## config.mk

```make
export PLATFORM = sky130hd
export DESIGN_NAME = if_instr_queue
export DESIGN_NICKNAME = d
export VERILOG_FILES = /design/src/rtl/if_instr_queue_pkg.sv /design/src/rtl/if_instr_queue.sv
export SDC_FILE = /design/constraint.sdc
export NUM_CORES = 1
export LEC_CHECK = 0
export ABC_AREA = 1
export CAP_MARGIN = 20
export CORE_MARGIN = 5
export CORE_UTILIZATION = 55
export DETAILED_ROUTE_END_ITERATION = 6
export HOLD_SLACK_MARGIN = 0.02
export PLACE_DENSITY_LB_ADDON = 0.2
export SYNTH_ARGS = -nofsm -noshare
export SYNTH_HDL_FRONTEND = slang
export SYNTH_SLANG_ARGS = --single-unit
```

## constraint.sdc

```tcl
create_clock -name clk -period 8.1 [get_ports clk]
set_clock_uncertainty 0.05 [all_clocks]
set_input_delay 1.215 -clock clk [delete_from_list [all_inputs] [get_ports clk]]
set_output_delay 1.215 -clock clk [all_outputs]
set_load 0.02 [all_outputs]
```

## src/rtl/if_instr_queue_pkg.sv

```systemverilog
// rtl/if_instr_queue_pkg.sv - shared CPU defines: IF-ID entry type, exception codes
//
// Contents:
//   IQ_EXC_W_DEF  default width of the fetch exception code field
//   EXC_*         fetch-side exception code constants
//   iq_entry_t    one IF-ID queue entry at the default exception width
package if_instr_queue_pkg;

  localparam int IQ_EXC_W_DEF = 8;

  localparam logic [IQ_EXC_W_DEF-1:0] EXC_NONE = 8'h00;
  localparam logic [IQ_EXC_W_DEF-1:0] EXC_ADEL = 8'h04;  // address error on fetch
  localparam logic [IQ_EXC_W_DEF-1:0] EXC_IBE  = 8'h06;  // bus error on fetch
  localparam logic [IQ_EXC_W_DEF-1:0] EXC_TLBL = 8'h02;  // TLB miss on fetch

  typedef struct packed {
    logic [31:0]             instr;
    logic [31:0]             pc;
    logic [IQ_EXC_W_DEF-1:0] except_code;
    logic                    ptaken;
    logic [31:0]             ptarget;
  } iq_entry_t;

endpackage

```

## src/rtl/if_instr_queue.sv

```systemverilog
// rtl/if_instr_queue.sv - instruction queue decoupling the fetch and decode stages
//
// Ports:
//   clk, rst            clock, synchronous active-high reset
//   IQ_Flush            drop every entry (exception, mispredict); wins over push/pop
//   IF_Valid, IF_*      fetch-side entry offered this cycle
//   IQ_Full             queue cannot accept; fetch holds its output
//   ID_Wr               decode consumes the head entry this cycle
//   IQ_Valid, IQ_*      head entry, forced to zero (nop bubble) when empty
//   IQ_Count            registered occupancy
module if_instr_queue
  import if_instr_queue_pkg::*;
#(
  parameter int DEPTH = 4,
  parameter int EXC_W = IQ_EXC_W_DEF
) (
  input  logic                       clk,
  input  logic                       rst,
  input  logic                       IQ_Flush,
  input  logic                       IF_Valid,
  input  logic [31:0]                IF_Instr,
  input  logic [31:0]                IF_PC,
  input  logic [EXC_W-1:0]           IF_ExceptCode,
  input  logic                       IF_PTaken,
  input  logic [31:0]                IF_PTarget,
  output logic                       IQ_Full,
  input  logic                       ID_Wr,
  output logic                       IQ_Valid,
  output logic [31:0]                IQ_Instr,
  output logic [31:0]                IQ_PC,
  output logic [EXC_W-1:0]           IQ_ExceptCode,
  output logic                       IQ_PTaken,
  output logic [31:0]                IQ_PTarget,
  output logic [$clog2(DEPTH):0]     IQ_Count
);

  localparam int PTR_W = $clog2(DEPTH);
  localparam int CNT_W = PTR_W + 1;

  // Same layout as iq_entry_t, but sized by this instance's EXC_W.
  typedef struct packed {
    logic [31:0]      instr;
    logic [31:0]      pc;
    logic [EXC_W-1:0] except_code;
    logic             ptaken;
    logic [31:0]      ptarget;
  } entry_t;

  logic [PTR_W-1:0] head;
  logic [PTR_W-1:0] tail;
  logic [CNT_W-1:0] count;
  entry_t           mem [DEPTH];
  entry_t           wr_entry;
  entry_t           head_entry;
  logic             push;
  logic             pop;

  assign IQ_Count = count;
  assign IQ_Full  = (count == CNT_W'(DEPTH));
  assign IQ_Valid = (count != '0);

  // Full blocks the push even if the head is popped in the same cycle.
  assign push = IF_Valid && !IQ_Full && !IQ_Flush;
  assign pop  = ID_Wr && IQ_Valid && !IQ_Flush;

  assign wr_entry = '{instr:       IF_Instr,
                      pc:          IF_PC,
                      except_code: IF_ExceptCode,
                      ptaken:      IF_PTaken,
                      ptarget:     IF_PTarget};

  always_ff @(posedge clk) begin
    if (rst || IQ_Flush) begin
      head  <= '0;
      tail  <= '0;
      count <= '0;
    end else begin
      if (push) tail <= tail + 1'b1;
      if (pop)  head <= head + 1'b1;
      case ({push, pop})
        2'b10:   count <= count + 1'b1;
        2'b01:   count <= count - 1'b1;
        default: count <= count;
      endcase
    end
  end

  // Storage is left unreset; stale contents never reach the outputs because
  // the head is masked whenever the queue is empty.
  always_ff @(posedge clk) begin
    if (push) mem[tail] <= wr_entry;
  end

  assign head_entry = mem[head];

  always_comb begin
    IQ_Instr      = '0;
    IQ_PC         = '0;
    IQ_ExceptCode = '0;
    IQ_PTaken     = 1'b0;
    IQ_PTarget    = '0;
    if (IQ_Valid) begin
      IQ_Instr      = head_entry.instr;
      IQ_PC         = head_entry.pc;
      IQ_ExceptCode = head_entry.except_code;
      IQ_PTaken     = head_entry.ptaken;
      IQ_PTarget    = head_entry.ptarget;
    end
  end

endmodule

```

==> impl_metrics.yaml, run 1 <==
place:
  hpwl_um: 20000
  placed_cell_area_um2: 19100
  place.gp.congestion: 0.751
  portBuffers: 219
status:
  status: "complete, no violations"
grt:
  use_met2_pct: 35.9
  top_usage_layer: "met2"
  track_usage_pct: 21.1
  gr-usage-met3_pct: 4.97
  grtUsageMet1_pct: 28.1
  grt_max_degree: 127
  grt-ovfl-total: 0
  grt_pass1_wl_um: 56400
  antenna_found_initial: 6
  first_global_vias: 10600
clocking:
  cts_made_buffers: 42
  cts_buffer_depth: 3
  cts_tree: "done"
  cts_root_buf: "clkbuf_16"
  ctsHtreeMaxLevel: 2
  cts_hold_buf: 0
  clock-sinks: 429
  insertion_delay_ns: 0.51
  cts_resized: 0
  post_cts_buffers: 0
  path_clk_slew_ns: 0.06
die:
  core_um2: 29800
  start_util_pct: 56.1
  rows: 63
  ios: 220
  die-area_um2: 34000
  die_w_um: 184
  die_h_um: 184
detailed_routing:
  wire_per_inst_um: 18.9
  first_pass_iters: 5
  vias: 10600
  drcViolationCount: 0
  ant_nets: 0
  drt_wl_total_um: 36600
  drt-initial-drc-count: 994
  avgViaCountPerCell: 5.47
power:
  powerDensity_nw_per_um2: 221
  comb_power_share_pct: 5.8
  ir_drop_v: 0.000200
  swShare_pct: 20.1
  power.switching_uw: 910
  power_frac_seq_pct: 54.7
  p_int_mw: 3.62
  power.leakage_nw: 6.85
  power_mw: 4.53
  pwr-share-clk_pct: 39.5
finish:
  postLayoutCellArea_um2: 20400
  fill_cells: 2105
  syn2layout_area_growth_pct: 22.2
  fin_util_pct: 68.6
  post_route_cells_drive_above_1_share_pct: 5.31
  num-nets-final: 1628
sta:
  setup_tns_ns: 0
  rsz0062_at_grt: "no"
  drv_slew: 0
  setup_violations: 0
  hold_viol: 0
  worst_pin_slew_ns: 1.09
  max_slew_margin_pct: 27.1
  max_freq_mhz: 216
  min_period_over_period_pct: 57.2
  holdWs_ns: 0.453
  finalCriticalPeriod_ns: 4.63
min_path:
  worstHoldPathType: "reg2reg"
worst_setup_path:
  start_kind: "flip-flop"
  arrival_ns: 3.37
  r2r_end: "mem[2][53]"
  crit_required_ns: 6.84
  rr_startpoint: "IQ_Count[1]"
  worstSetupPathType: "reg2out"
  r2r_slack_ns: 5.18
  cp-end-kind: "output pin"
  crit_end: "IQ_PC[17]"
  r2r_cells: 6
  cp_max_fo: 102
synth:
  synth_area_leader_cell: "edfxtp_1"
  synth_area_um2: 16700
  synth_area_per_cell_um2: 12.7
  synth_cells: 1313
  synth_cell_types: 17
  ys_warn_count: 0
  syn_nets: 1429
  seq_area_frac_synth_pct: 76.5
  synth_top_area_share_pct: 75.4
  netlist_top_cells_area: "edfxtp_1, nor2_1, o21ai_0"
  ys_ff_latch: 429
run:
  maxCapViolations: 0
logic make-up after synthesis:
kind of cell	count (synthesis)	synth area share, %
fa+ha+maj	6	0.494
compound gates	321	9.61
buf+inv	102	3.16
flops	429	76.5
simple gates	455	10.2
how the worst min path moves through the flow:
| stage | slack, ns | startpoint | end | depth (start not counted) |
|---|---|---|---|---|
| after floorplan | 0.41 | head[1] | flip-flop | 2 |
| after global placement | 0.43 | head[1] | flip-flop | 2 |
| after detailed placement | 0.45 | IQ_Count[0] | IQ_Count[0] | 2 |
| after CTS | 0.46 | tail[0] | tail[0] | 2 |
| after global routing | 0.47 | tail[0] | tail[0] | 2 |
| final | 0.45 | tail[0] | tail[0] | 2 |
registers in the layout, summed over array words and instances, names as in the netlist, named ones only:
signal / count
tail: 2
head: 2
IQ_Count: 3
mem: 420
routing by layer:
metal,vias up,part of all wire [%]
li1,5041,-
met1,5100,41
met2,357,50
met3,62,7.6
met4,10,1.7
met5,-,0.20
cell usage in the layout (no fill, tap or decap), types with 7 or more instances in the layout:
master	Yosys	final
dfxtp_1	9	7
a21oi_1	110	110
clkbuf_16	0	45
o21ai_0	190	190
o21ai_1	21	21
nand2_1	17	17
nor2_1	433	429
clkbuf_1	29	14
clkinv_2	0	8
buf_4	24	14
clkdlybuf4s50_1	0	219
inv_1	19	19
edfxtp_1	420	420
cells in the mapped netlist (all sizes together):
library cell	instances
a21oi	110
buf	51
clkbuf	29
dfxtp	9
edfxtp	420
fa	1
ha	5
inv	22
nand2	17
nand3	5
nor2	433
o21ai	211
power groups by stage:
stage                     clock network (mW)  registers, mW  logic, mW
after floorplan                            0           2.53      0.108
after global placement                     0           2.52      0.256
after detailed placement                   0           2.52      0.261
after CTS                               1.82           2.48      0.263
after global routing                    1.92           2.48      0.283
final                                   1.79           2.48      0.261
layout make-up:
cell class,count,area (um2),share of cell area (%)
Tap cell,390,488,2.39
Timing Repair Buffer,235,2350,11.5
Clock buffer,61,1210,5.90
Antenna cell,1,2.50,0.0122
Sequential cell,429,12800,62.6
Clock inverter,14,71.3,0.349
Inverter,22,92.6,0.453
Multi-Input combinational cell,782,3430,16.8
worst max-delay path, cell delays in order (launching register included):
cell,delay (ns)
dfxtp_4,0.37
buf_4,0.26
buf_4,0.86
nor2_1,0.12
nor2_1,0.13
o21ai_0,0.11
a21oi_1,0.28
clkdlybuf4s50_1,0.66
metrics by stage:
step                worst slack [ns]  std cells
detailed placement              3.28       1856
floorplan                       1.55       1313
CTS                             2.71       1931
global placement                3.31       1856
finish                          3.47       1934
global route                    3.27       1934
No activity file was read; power rests on OpenSTA's default activity.
==> run 2, diff against run 1 <==
Clock period 8.1 ns to 4.7 ns, I/O delays scaled along.
==> run 2 against run 1 <==
Against the previous run: combinational power increased by 74%; core utilization increased by 0.29 points; clock power increased by 79%; critical endpoint is now IQ_PTarget[16]; largest cell class unchanged.
==> impl_metrics.yaml, run 2 (synthesis results as in run 1) <==
clocking:
  cts_made_buffers: 43
  cts_resized: 0
  ctsHtreeMaxLevel: 2
  post_cts_buffers: 0
  path_clk_slew_ns: 0.06
  clock-sinks: 429
  cts_tree: "done"
  cts_buffer_depth: 3
  cts_hold_buf: 0
  cts_root_buf: "clkbuf_16"
  insertion_delay_ns: 0.52
detailed_routing:
  drt_wl_total_um: 36400
  ant_nets: 0
  avgViaCountPerCell: 5.53
  drt-initial-drc-count: 852
  first_pass_iters: 5
  drcViolationCount: 0
  wire_per_inst_um: 18.8
  vias: 10700
power:
  power.leakage_nw: 6.90
  ir_drop_v: 0.000249
  powerDensity_nw_per_um2: 387
die:
  die-area_um2: 34000
  rows: 63
  core_um2: 29800
  ios: 220
  start_util_pct: 56.1
  die_h_um: 184
  die_w_um: 184
worst_setup_path:
  cp_max_fo: 53
  cp_slowest_cell: "clkdlybuf4s50_1"
  cp-end-kind: "output pin"
  cp_common_cell: "nor2_1"
  start_kind: "flip-flop"
  arrival_ns: 3.16
  cp_cell_sequence: "buf_4 -> nor2_1 -> nor2_1 -> o21ai_0 -> a21oi_1 -> clkdlybuf4s50_1"
  crit_path_max_incr_delay_ns: 0.68
  worst-path-buf-inv: 2
  crit_family: "buffers and inverters"
  worstSetupPathType: "reg2out"
  crit_required_ns: 3.94
sta:
  worst_pin_slew_ns: 1.11
  setup_tns_ns: 0
  hold_viol: 0
  setup_violations: 0
  rsz0062_at_grt: "no"
  max_freq_mhz: 255
  min_period_over_period_pct: 83.3
  drv_slew: 0
  max_slew_margin_pct: 25.8
  finalCriticalPeriod_ns: 3.92
place:
  placed_cell_area_um2: 19200
  hpwl_um: 20200
  place.gp.congestion: 0.756
  portBuffers: 219
grt:
  first_global_vias: 10400
  grt-ovfl-total: 0
  antenna_found_initial: 6
  grt_pass1_wl_um: 56200
  grt_max_degree: 91
  track_usage_pct: 21.1
finish:
  num-nets-final: 1631
  syn2layout_area_growth_pct: 22.8
  largest_register: "mem"
  post_route_cells_drive_above_1_share_pct: 5.43
  num_antenna_cells: 0
  layout_common_cells: "nor2_1, edfxtp_1, clkdlybuf4s50_1"
  final_common_cell: "nor2_1"
  fin_util_pct: 68.9
  postLayoutCellArea_um2: 20500
  largest_reg_flops: 420
  fill_cells: 2048
status:
  status: "complete, no violations"
min_path:
  worstHoldPathType: "reg2reg"
run:
  maxCapViolations: 0
run 2: path summary, 6_finish.rpt:
path | from | endpoint | slack, ns | cells after the start
setup / recovery | flip-flop | IQ_PTarget[16] | 0.78 | 6
hold / removal | head[1] | flip-flop | 0.46 | 2
setup reg to reg | IQ_Count[0] | mem[2][67] | 2.39 | 5
hold reg to reg | head[1] | flip-flop | 0.46 | 2
run 2: layout make-up:
class / count / area (um2) / share of cell area (%)
multi-input combinational: 782 / 3430 / 16.7
sequential: 429 / 12800 / 62.3
clock inverter: 24 / 184 / 0.896
clock buffer: 53 / 1160 / 5.63
tap: 390 / 488 / 2.38
timing repair buffer: 237 / 2380 / 11.6
inverter: 22 / 92.6 / 0.451
run 2: worst reg2reg max path, cell delays in order (launching register included):
cell	delay, ns
dfxtp_1	0.40
nor2_1	0.08
nand2_1	0.13
nand2_1	0.30
nor2_4	0.19
buf_4	0.69
run 2: layer usage:
metal	track usage (%)	share of wire (%)
met3	4.91	8.9
met1	29.0	41
met2	34.2	48
met4	6.03	2.1
met5	0	0.24
run 2: power breakdown:
group | internal, mW | leakage, nW | switching (mW)
clock | 1.90 | 0.661 | 1.31
sequential | 4.26 | 3.89 | 0.0140
combinational | 0.197 | 2.35 | 0.256
run 2: stage by stage:
step	setup WS (ns)	power (mW)	hold WS [ns]	instances
floorplan	-1.34	4.55	0.414	1313
global placement	1.38	4.80	0.427	1860
detailed placement	1.34	4.81	0.452	1860
CTS	0.750	8.01	0.461	1937
global route	0.583	8.22	0.482	1937
finish	0.785	7.94	0.461	1937
